==> config.mk <==
export PLATFORM = sky130hd
export DESIGN_NAME = alarm_ringer
export DESIGN_NICKNAME = d
export VERILOG_FILES = /design/src/rtl/alarm_ringer.sv
export SDC_FILE = /design/constraint.sdc
export NUM_CORES = 1
export LEC_CHECK = 0
export ABC_AREA = 1
export CAP_MARGIN = 40
export CORE_ASPECT_RATIO = 1.25
export CORE_MARGIN = 1.5
export CORE_UTILIZATION = 42
export CTS_CLUSTER_DIAMETER = 30
export DETAILED_ROUTE_END_ITERATION = 8
export PLACE_DENSITY = 0.82
export SKIP_CTS_REPAIR_TIMING = 1
export SLEW_MARGIN = 20
export SYNTH_ARGS = -nofsm -noshare
export SYNTH_HDL_FRONTEND = slang
export SYNTH_SLANG_ARGS = --single-unit
==> constraint.sdc <==
create_clock -name clk1sec -period 1.9 [get_ports clk1sec]
set_input_delay 0.19 -clock clk1sec [delete_from_list [all_inputs] [get_ports clk1sec]]
set_output_delay 0.19 -clock clk1sec [all_outputs]
set_load 0.03 [all_outputs]
==> src/rtl/alarm_ringer.sv <==
// alarm_ringer: compares the packed alarm word against calendar time each second,
// rings a 1 Hz buzzer with stop/snooze/auto-snooze handling, and pulses rst_alarm when finished.
module alarm_ringer #(
    parameter int RING_SECS   = 30,
    parameter int SNOOZE_SECS = 300,
    parameter int MAX_SNOOZE  = 3
) (
    input  logic        clk1sec,
    input  logic        rst,
    input  logic [13:0] year,
    input  logic [7:0]  month,
    input  logic [7:0]  day,
    input  logic [7:0]  hour,
    input  logic [7:0]  min,
    input  logic [7:0]  sec,
    input  logic [51:0] transfer_alarm,
    input  logic        stop_req,
    input  logic        snooze_req,
    output logic        ringing,
    output logic        buzz,
    output logic        snoozing,
    output logic [2:0]  snooze_cnt,
    output logic [9:0]  remaining,
    output logic        rst_alarm
);
    typedef enum logic [2:0] {IDLE, ARMED, RINGING, SNOOZE, DONE} state_t;

    localparam logic [9:0] RING_INIT   = 10'(RING_SECS);
    localparam logic [9:0] SNOOZE_INIT = 10'(SNOOZE_SECS);
    localparam logic [2:0] MAX_CNT     = 3'(MAX_SNOOZE);

    state_t r_state;
    logic   r_stop_prev;
    logic   r_snooze_prev;
    logic   w_stop_edge;
    logic   w_snooze_edge;
    logic   w_cancel;
    logic   w_match;
    logic   w_can_snooze;
    logic   w_last_sec;

    assign w_stop_edge   = stop_req & ~r_stop_prev;
    assign w_snooze_edge = snooze_req & ~r_snooze_prev;
    assign w_cancel      = transfer_alarm == '0;
    assign w_match       = ({year, month, day, hour, min, sec} == transfer_alarm) && !w_cancel;
    assign w_can_snooze  = snooze_cnt < MAX_CNT;
    assign w_last_sec    = remaining == 10'd1;

    always_ff @(posedge clk1sec or negedge rst) begin
        if (!rst) begin
            r_state       <= IDLE;
            r_stop_prev   <= 1'b0;
            r_snooze_prev <= 1'b0;
            ringing       <= 1'b0;
            buzz          <= 1'b0;
            snoozing      <= 1'b0;
            snooze_cnt    <= 3'd0;
            remaining     <= 10'd0;
            rst_alarm     <= 1'b0;
        end else begin
            r_stop_prev   <= stop_req;
            r_snooze_prev <= snooze_req;
            rst_alarm     <= 1'b0;
            case (r_state)
                IDLE: if (!w_cancel) r_state <= ARMED;
                ARMED: begin
                    if (w_cancel) begin
                        r_state <= IDLE;
                    end else if (w_match) begin
                        r_state    <= RINGING;
                        ringing    <= 1'b1;
                        buzz       <= 1'b1;
                        remaining  <= RING_INIT;
                        snooze_cnt <= 3'd0;
                    end
                end
                RINGING, SNOOZE: begin
                    // Leaving either active phase clears every output; DONE also raises the pulse.
                    if (w_cancel || w_stop_edge
                        || (r_state == RINGING && w_last_sec && !w_can_snooze)) begin
                        r_state    <= w_cancel ? IDLE : DONE;
                        rst_alarm  <= !w_cancel;
                        ringing    <= 1'b0;
                        buzz       <= 1'b0;
                        snoozing   <= 1'b0;
                        remaining  <= 10'd0;
                        snooze_cnt <= 3'd0;
                    end else if (r_state == RINGING && w_can_snooze && (w_snooze_edge || w_last_sec)) begin
                        r_state    <= SNOOZE;
                        ringing    <= 1'b0;
                        buzz       <= 1'b0;
                        snoozing   <= 1'b1;
                        remaining  <= SNOOZE_INIT;
                        snooze_cnt <= snooze_cnt + 3'd1;
                    end else if (r_state == SNOOZE && w_last_sec) begin
                        r_state   <= RINGING;
                        ringing   <= 1'b1;
                        buzz      <= 1'b1;
                        snoozing  <= 1'b0;
                        remaining <= RING_INIT;
                    end else begin
                        remaining <= remaining - 10'd1;
                        buzz      <= ringing ? ~buzz : 1'b0;
                    end
                end
                DONE: r_state <= IDLE;
                default: r_state <= IDLE;
            endcase
        end
    end
endmodule

[Word-level counts from Yosys, hierarchy flattened]
Cells that the tools add are included.
Storage, ports and cells
  bits in registers: 22
  output and inout port bits: 17
Operators by class
  add/subtract/negate cells: 2
  magnitude comparators: 1
  eq/ne operators: 11
  muxes and demuxes: 35
  bitwise logic cells: 5
  reduce and logical (&&, ||, !) cells: 21
Operator list (number)
  54-bit by 52-bit equality test with 1-bit output: 1
  52-bit logical NOT: 1
  10-bit 2-to-1 mux: 5
  3-bit 2-to-1 mux: 11
  10-bit one-hot mux with 2 select lines: 1
  1-bit 2-to-1 mux: 14
  10-bit by 1-bit equality test with 1-bit output (second input constant): 1
  10-bit by 1-bit subtractor with 10-bit output (second input constant): 1
  3-bit one-hot mux with 3 select lines: 1
  4-bit AND reduction: 2
  3-bit by 2-bit equality test with 1-bit output (second input constant): 2
  1-bit logical AND: 6
  2-bit inequality test (second input constant): 3
  3-bit inequality test (second input constant): 2
  3-bit one-hot mux with 2 select lines: 1
  3-bit AND reduction: 2
  4-bit inequality test (second input constant): 1
  1-bit one-hot mux with 2 select lines: 2
  3-bit by 1-bit adder with 3-bit output (second input constant): 1
  3-bit by 1-bit equality test with 1-bit output (second input constant): 1
  3-bit logical NOT: 1
  1-bit logical OR: 3
  3-bit by 2-bit < comparator with 1-bit output (second input constant): 1
  1-bit inverter: 3
  other kinds (6): 8

[Longest topological paths before layout]
Gate-level depths: netlist of run 1.
  word-level depth: 7
  mapped depth: 13

[Worst setup path after synthesis of run 1]
OpenSTA, ideal clock, no wires.
  kind: register to register
  from: register remaining[1]
  to: register ringing
  data arrival time: 1.617 ns
  data required time: 1.782 ns
  slack: 0.165 ns
  stages on the path, launching flop included: 12
  path buffers: 0
  period minus slack after synthesis: 1.735 ns
  cell sequence: dfrtp_1 -> inv_1 -> ha_1 -> nand3_1 -> nor2_2 -> a21oi_4 -> nand2_2 -> nand2_2 -> nand2_2 -> inv_1 -> nand3_1 -> nand2_1
Between the ends
  word-level cells in the longest chain between the ends: 6
  elaborated cells between the ends (all ways): 12
  classes of those cells: 2 x eq/ne; 3 x mux; 7 x reduce/logical
RTL lines
  start, declared: RTL line 23  | output logic [9:0] remaining,
  start signal, assigned: RTL line 102  | remaining <= remaining - 10'd1;
  10-bit by 1-bit equality test with 1-bit output (*): RTL line 47  | assign w_last_sec = remaining == 10'd1;
  1-bit logical AND or 1-bit logical OR (tied branches): RTL line 80, 88
  1-bit logical AND (on tied branches): RTL line 80, 88
  1-bit logical OR or 1-bit 2-to-1 mux (tied branches): RTL line 80, 88
  4-bit inequality test (no line) or 1-bit 2-to-1 mux (tied branches)
  4-bit AND reduction (no line) or 1-bit one-hot mux with 2 select lines (tied branches)
  end signal, assigned: RTL line 83  | ringing <= 1'b0;
  end signal, assigned: RTL line 90  | ringing <= 1'b0;
  end signal, assigned: RTL line 97  | ringing <= 1'b1;
  end, declared: RTL line 19  | output logic ringing,
Every way passes the cells marked *; elsewhere a longest branch is shown, timed or not.
A chain may end at the register's enable or synchronous reset.

[Final worst setup path of run 1]
  from: register remaining[5]
  to: register ringing
The elaborated chain is that of the path after synthesis.

==> metrics, run 1 <==
Synth top area share 0.268; DP Cell Count 716; antenna fix cells 0; Max-cap violations 0; Hold Fails Final Rpt 0; CP Data Arrival Time about 1.9 ns; Hold WC Path Type input pin to asynchronous set/reset pin; max incr delay on CP ~0.44 ns; first-pass iteration count of the detailed router 5; Final Non-Filler Cells just over 700; final setup vio count 0; Net Switching 1.64 mW; global-route usage over all layers 0.237; Worst Path Max Fanout 5; standard-cell rows 32; cells after synthesis 499; core area roughly 6000 sq um; Reg clk slew, reported paths 0.08 ns; Combinational Power Share 0.668; Seq cells post-synth 22; Die ar. 6750 sq um; slowest stage cell, crit path dfrtp_1; Worst setup SP type register; PwrDens between 800 and 900 nW/um^2; Top Ports around 130; worst vdd ir 0.464 mV; worst slew pin tran a little over 0.5 ns; leakage 2.23 nW; Die Y 91.5 um; CTS Root Cell clkbuf_8; crit-path cells nor2_4 -> nand2_1 -> nor2_1 -> nand3_1 -> nand2_1 -> inv_2 -> nand4_2 -> nand2_1 -> inv_1 -> nand2_1 -> nand2_1 -> nand2_1; post-DP HPWL about 6.7 mm; Worst path top cell family by delay simple AND/OR/NAND/NOR gates; kind of critical path register to register; final-report max-slew violation count 0; Achievable Freq ~0.58 GHz; post-DR wirelength/cell 10.7 um; final worst setup slack 0.163 ns; Worst Setup End Kind register; TritonCTS clock tree yes; H-Tree Level Count 1; Die X around 74 um; share of cells above drive strength 1 0.0615; Pint approximately 1.8 mW; Tcrit/Tclk final 0.914; largest net degree at the start of global routing 23; Initial DRC Count between 200 and 250; Layout Utilization 0.673; fin crit period about 1.7 ns; area delta synth->final 56.7%; syn avg cell area 5.28 sq um; number of remaining DRC errors 0; initial antenna violation count 0; Mapped Nets 612; cell mode on critical path nand2_1; RSZ-0062 raised after global routing no; Place WS -0.142 ns; Bufs and invs on worst path 2; vias in the first global route between 3000 and 4000; Clock Skew between 0.002 and 0.003 ns; Post-Syn Area about 2600 sq um; worst skew pair latency ~0.26 ns; switching part of the total 0.481; status finished clean; vias per inst approximately 4.6; Reg power frac 0.249; gpl congestion just over 0.9; total congestion overflow 0; Data required, critical path a little over 2 ns; initial core utilization 0.430; Inserted Clock Buffers 3; fin nets 749; dominant cells by area after synthesis nand2_1 (27%), dfrtp_1 (21%), inv_1 (14%); synth unique cells 29; routed vias 3342; Seq/Total Area, Yosys 0.209; DRT antenna net count 0; number of buffers added on ports 126; CTS Buffer Depth 2; first-pass GRT wire length 13.0 mm; clk sinks 22; Syn. warnings 0; Hold WS roughly 0.29 ns; clock share of power 0.084; drt total wl 7.72 mm; leading area contributor after synthesis nand2_1; max_slew headroom 0.657
registers in the layout (all words and copies together), names as in the netlist:
signal and count:
remaining 10, r_state 3, snooze_cnt 3, buzz 1
r_snooze_prev 1, r_stop_prev 1, ringing 1, rst_alarm 1
snoozing 1
cells in the mapped netlist (all sizes together):
| master | count |
|---|---|
| a21oi | 7 |
| inv | 105 |
| dfrtp | 22 |
| nor2 | 91 |
| nor3b | 1 |
| o21ai | 11 |
| o31ai | 1 |
| clkbuf | 1 |
| a31oi | 1 |
| nor3 | 7 |
| nand4 | 9 |
| nand2 | 193 |
| xor2 | 4 |
| xnor2 | 7 |
| nand3b | 1 |
| or2 | 4 |
| nand3 | 30 |
| o21bai | 1 |
| ha | 3 |
per-stage QoR:
step	cell area, sq um	setup TNS (ns)	power, mW
after CTS	4090	0	3.36
final	4130	0	3.41
after detailed placement	4050	-1.37	3.08
after global placement	4050	-0.610	3.02
after global routing	4130	0	3.69
after floorplan	2630	0	2.20
power by group through the flow:
stage / sequential, mW / combinational (mW) / clock (mW)
detailed placement: 0.849 / 2.23 / 0
CTS: 0.839 / 2.24 / 0.288
global placement: 0.839 / 2.18 / 0
finish: 0.847 / 2.28 / 0.286
floorplan: 1.11 / 1.09 / 0
global route: 0.872 / 2.50 / 0.316
logic make-up after synthesis:
logic type               share of synthesized area
buffers and inverters                        0.151
adder cells (fa/ha/maj)                     0.0143
XOR/XNOR                                    0.0366
AND/OR/NAND/NOR                              0.538
AO/OA/AOI/OAI                               0.0509
flip-flops                                   0.209
final cells by class:
cell class	count	area [sq um]
Clock buffer	3	41.3
Timing Repair Buffer	133	1310
Tap cell	85	106
Multi-Input combinational cell	371	1720
Inverter	105	394
Sequential cell	22	551
Fill cell	550	2000
per-layer routing:
layer	vias to the layer above	GRT usage	wire length (um)
li1	1754	-	-
met5	-	0	0
met2	131	0.450	4130
met4	0	0.0802	208
met1	1433	0.249	2890
met3	24	0.0444	485
path summary, 6_finish.rpt:
path,endpoint,startpoint,slack [ns],cells after the start
min in group clk1sec,r_stop_prev,stop_req,0.40,1
min,r_stop_prev,rst,0.29,2
max reg2reg,ringing,remaining[5],0.16,12
min reg2reg,snooze_cnt[1],snooze_cnt[1],0.56,2
max in group asynchronous,remaining[2],rst,1.38,2
max,ringing,remaining[5],0.16,12
placed cells by master (no fill, tap or decap), drive strengths merged, types with 3 or more instances in the layout:
master,n
nand2,193
clkdlybuf4s50,126
inv,105
nor2,91
nand3,30
dfrtp,22
o21ai,11
nand4,9
nor3,7
xnor2,7
buf,7
a21oi,7
xor2,4
or2,4
clkbuf,3
ha,3
(Power assumes the default switching activity.)
==> run 2: changes to the inputs <==
- PLACE_DENSITY: 0.82 -> unset
- PLACE_DENSITY_LB_ADDON: unset -> 0.12
==> run 2 against run 1 <==
Worst setup slack lost 0.035 ns. Fmax shrank 2.0%. Critical path depth is the same. Combinational power is essentially flat. First-iteration DRC count shrank 38%. Clock skew grew 0.0019 ns. Final cell count grew 0.83%. Sequential share of layout area shrank 0.11 points. Die area is the same. Total power grew 0.33%. Utilization grew 0.86 points. Flip-flop and latch count is the same. Critical path type unchanged. Critical endpoint is now snooze_cnt[1]. Largest power group unchanged. Highest routed layer unchanged.
==> metrics, run 2 (synthesis results as in run 1) <==
gpl congestion 0.897 (-2.0%); Overall Power 3.42 mW (+0.33%); total congestion overflow 0 (unchanged); fillers 557 (+1.3%); worst slew pin tran 0.509 ns (-0.00472 ns); Hold WS 0.276 ns (-0.00923 ns); DRT antenna net count 0 (unchanged); PwrDens 819 nW/um^2 (-0.94%); status finished clean; TritonCTS clock tree yes; Die ar. 6750 sq um (unchanged); Tcrit/Tclk final 0.933 (+0.0186); FF-to-FF End snooze_cnt[1]; Worst setup SP type register; initial antenna violation count 0 (unchanged); CTS Buffer Depth 2 (unchanged); area of the multi-input gates 1710 sq um (-0.44%); global-route usage over all layers 0.232 (-0.00420); final-report max-slew violation count 0 (unchanged); Worst R2R Path Depth 12 (unchanged); fin crit period 1.77 ns (+0.0353 ns); post-DP HPWL 6.49 mm (-3.5%); kind of critical path register to register; vias in the first global route 3207 (-0.71%); Die Y 91.5 um (unchanged); clk sinks 22 (unchanged); Hold WC Path Type input pin to asynchronous set/reset pin; register area 553 sq um (+0.45%); post-DR wirelength/cell 10.4 um (-3.3%); routed vias 3366 (+0.72%); max_slew headroom 0.660 (+0.00315); first-pass GRT wire length 12.8 mm (-1.4%); Reg clk slew, reported paths 0.08 ns (about the same); Largest register FFs 10 (unchanged); largest reg by FF count remaining; leakage 2.26 nW (+1.3%); core area 6130 sq um (unchanged); Clock Skew 0.00462 ns (+0.00193 ns); Data required, critical path 2.06 ns (about the same); Initial DRC Count 129 (-38%); Top Ports 127 (unchanged); number of buffers added on ports 126 (unchanged); worst vdd ir 0.502 mV (+8.2%); RSZ-0062 raised after global routing yes; CTS Root Cell clkbuf_8; number of remaining DRC errors 0 (unchanged); share of cells above drive strength 1 0.0750 (+0.0135); Worst Setup End Kind register; Hold Fails Final Rpt 0 (unchanged); Worst Path Max Fanout 4 (-1); Die X 73.8 um (unchanged); Fin Setup TNS 0 ns (unchanged); most frequent cells in the layout nand2_1 (187), clkdlybuf4s50_1 (126), inv_1 (101), nor2_1 (81), nand3_1 (27); Top Registers remaining (10), r_state (3), snooze_cnt (3); initial core utilization 0.430 (unchanged); final setup vio count 0 (unchanged); Max-cap violations 0 (unchanged); Reg2Reg Setup Slack 0.13 ns (-0.04 ns); vias per inst 4.64 (-0.12%); drt total wl 7.52 mm (-2.5%); fin nets 755 (+0.80%); Layout Utilization 0.682 (+0.00858); final worst setup slack 0.128 ns (-0.0353 ns); antenna fix cells 0 (unchanged); leading cell type in the layout, fill and taps excluded nand2_1; FF-to-FF Start remaining[1]; standard-cell rows 32 (unchanged); Place WS -0.161 ns (-0.0192 ns); CP Data Arrival Time 1.93 ns (+0.04 ns); Achievable Freq 0.564 GHz (-2.0%); first-pass iteration count of the detailed router 4 (-1); worst skew pair latency 0.27 ns (about the same); area delta synth->final 58.7%; Inserted Clock Buffers 3 (unchanged); largest net degree at the start of global routing 23 (unchanged); H-Tree Level Count 1 (unchanged)
==> run 2: cell types whose count changed in the layout (fill, tap and decap cells not counted) <==
cell,before,now
dfrtp_1,22,20
nand2_4,2,0
nand2_2,3,6
buf_4,7,12
dfrtp_2,0,2
buf_12,0,1
nand2_1,188,187
==> run 2: critical path, stage by stage, from the launching register on <==
cell and delay (ns):
dfrtp_1 0.39, inv_1 0.11, ha_2 0.20, nand3_1 0.12, nor2_4 0.20, a21oi_4 0.10
buf_4 0.15, nand4_1 0.10, nand2_1 0.06, inv_1 0.05, nand2_1 0.08, nand2_1 0.07
nand2_1 0.05
==> run 2: cell type report <==
type,count,share of cell area
clock buffer,3,0.00988
inverter,105,0.0943
multi-input combinational,371,0.410
sequential,22,0.132
tap,85,0.0255
timing repair buffer,139,0.328
==> run 2: metal layers <==
layer  share of wire  up-vias  GRT usage
met5               0        -          0
met4           0.022        0     0.0787
met3           0.055       15     0.0322
met2            0.54      112      0.450
met1            0.39     1450      0.244
li1                -     1789          -
==> run 2: metrics by stage <==
stage          cell area, sq um  instances
2_1_floorplan              2630        499
3_3_place_gp               4090        720
3_5_place_dp               4090        720
4_1_cts                    4130        723
5_1_grt                    4180        725
6_report                   4180        725
==> run 2: power breakdown <==
| part | internal, mW | switching (mW) |
|---|---|---|
| registers | 0.649 | 0.197 |
| clock network | 0.142 | 0.155 |
| logic | 0.987 | 1.29 |
| total | 1.78 | 1.64 |
==> run 2: how the worst max path moves through the flow <==
stage                             startpoint       endpoint  slack (ns)  depth (start not counted)
after floorplan                 remaining[1]        ringing        0.17                         11
after global placement    transfer_alarm[24]  snooze_cnt[2]       -0.08                         14
after detailed placement  transfer_alarm[24]  snooze_cnt[1]       -0.16                         14
after CTS                       remaining[1]        ringing        0.08                         11
after global routing            remaining[1]  snooze_cnt[1]       -0.01                         12
final                           remaining[1]  snooze_cnt[1]        0.13                         12
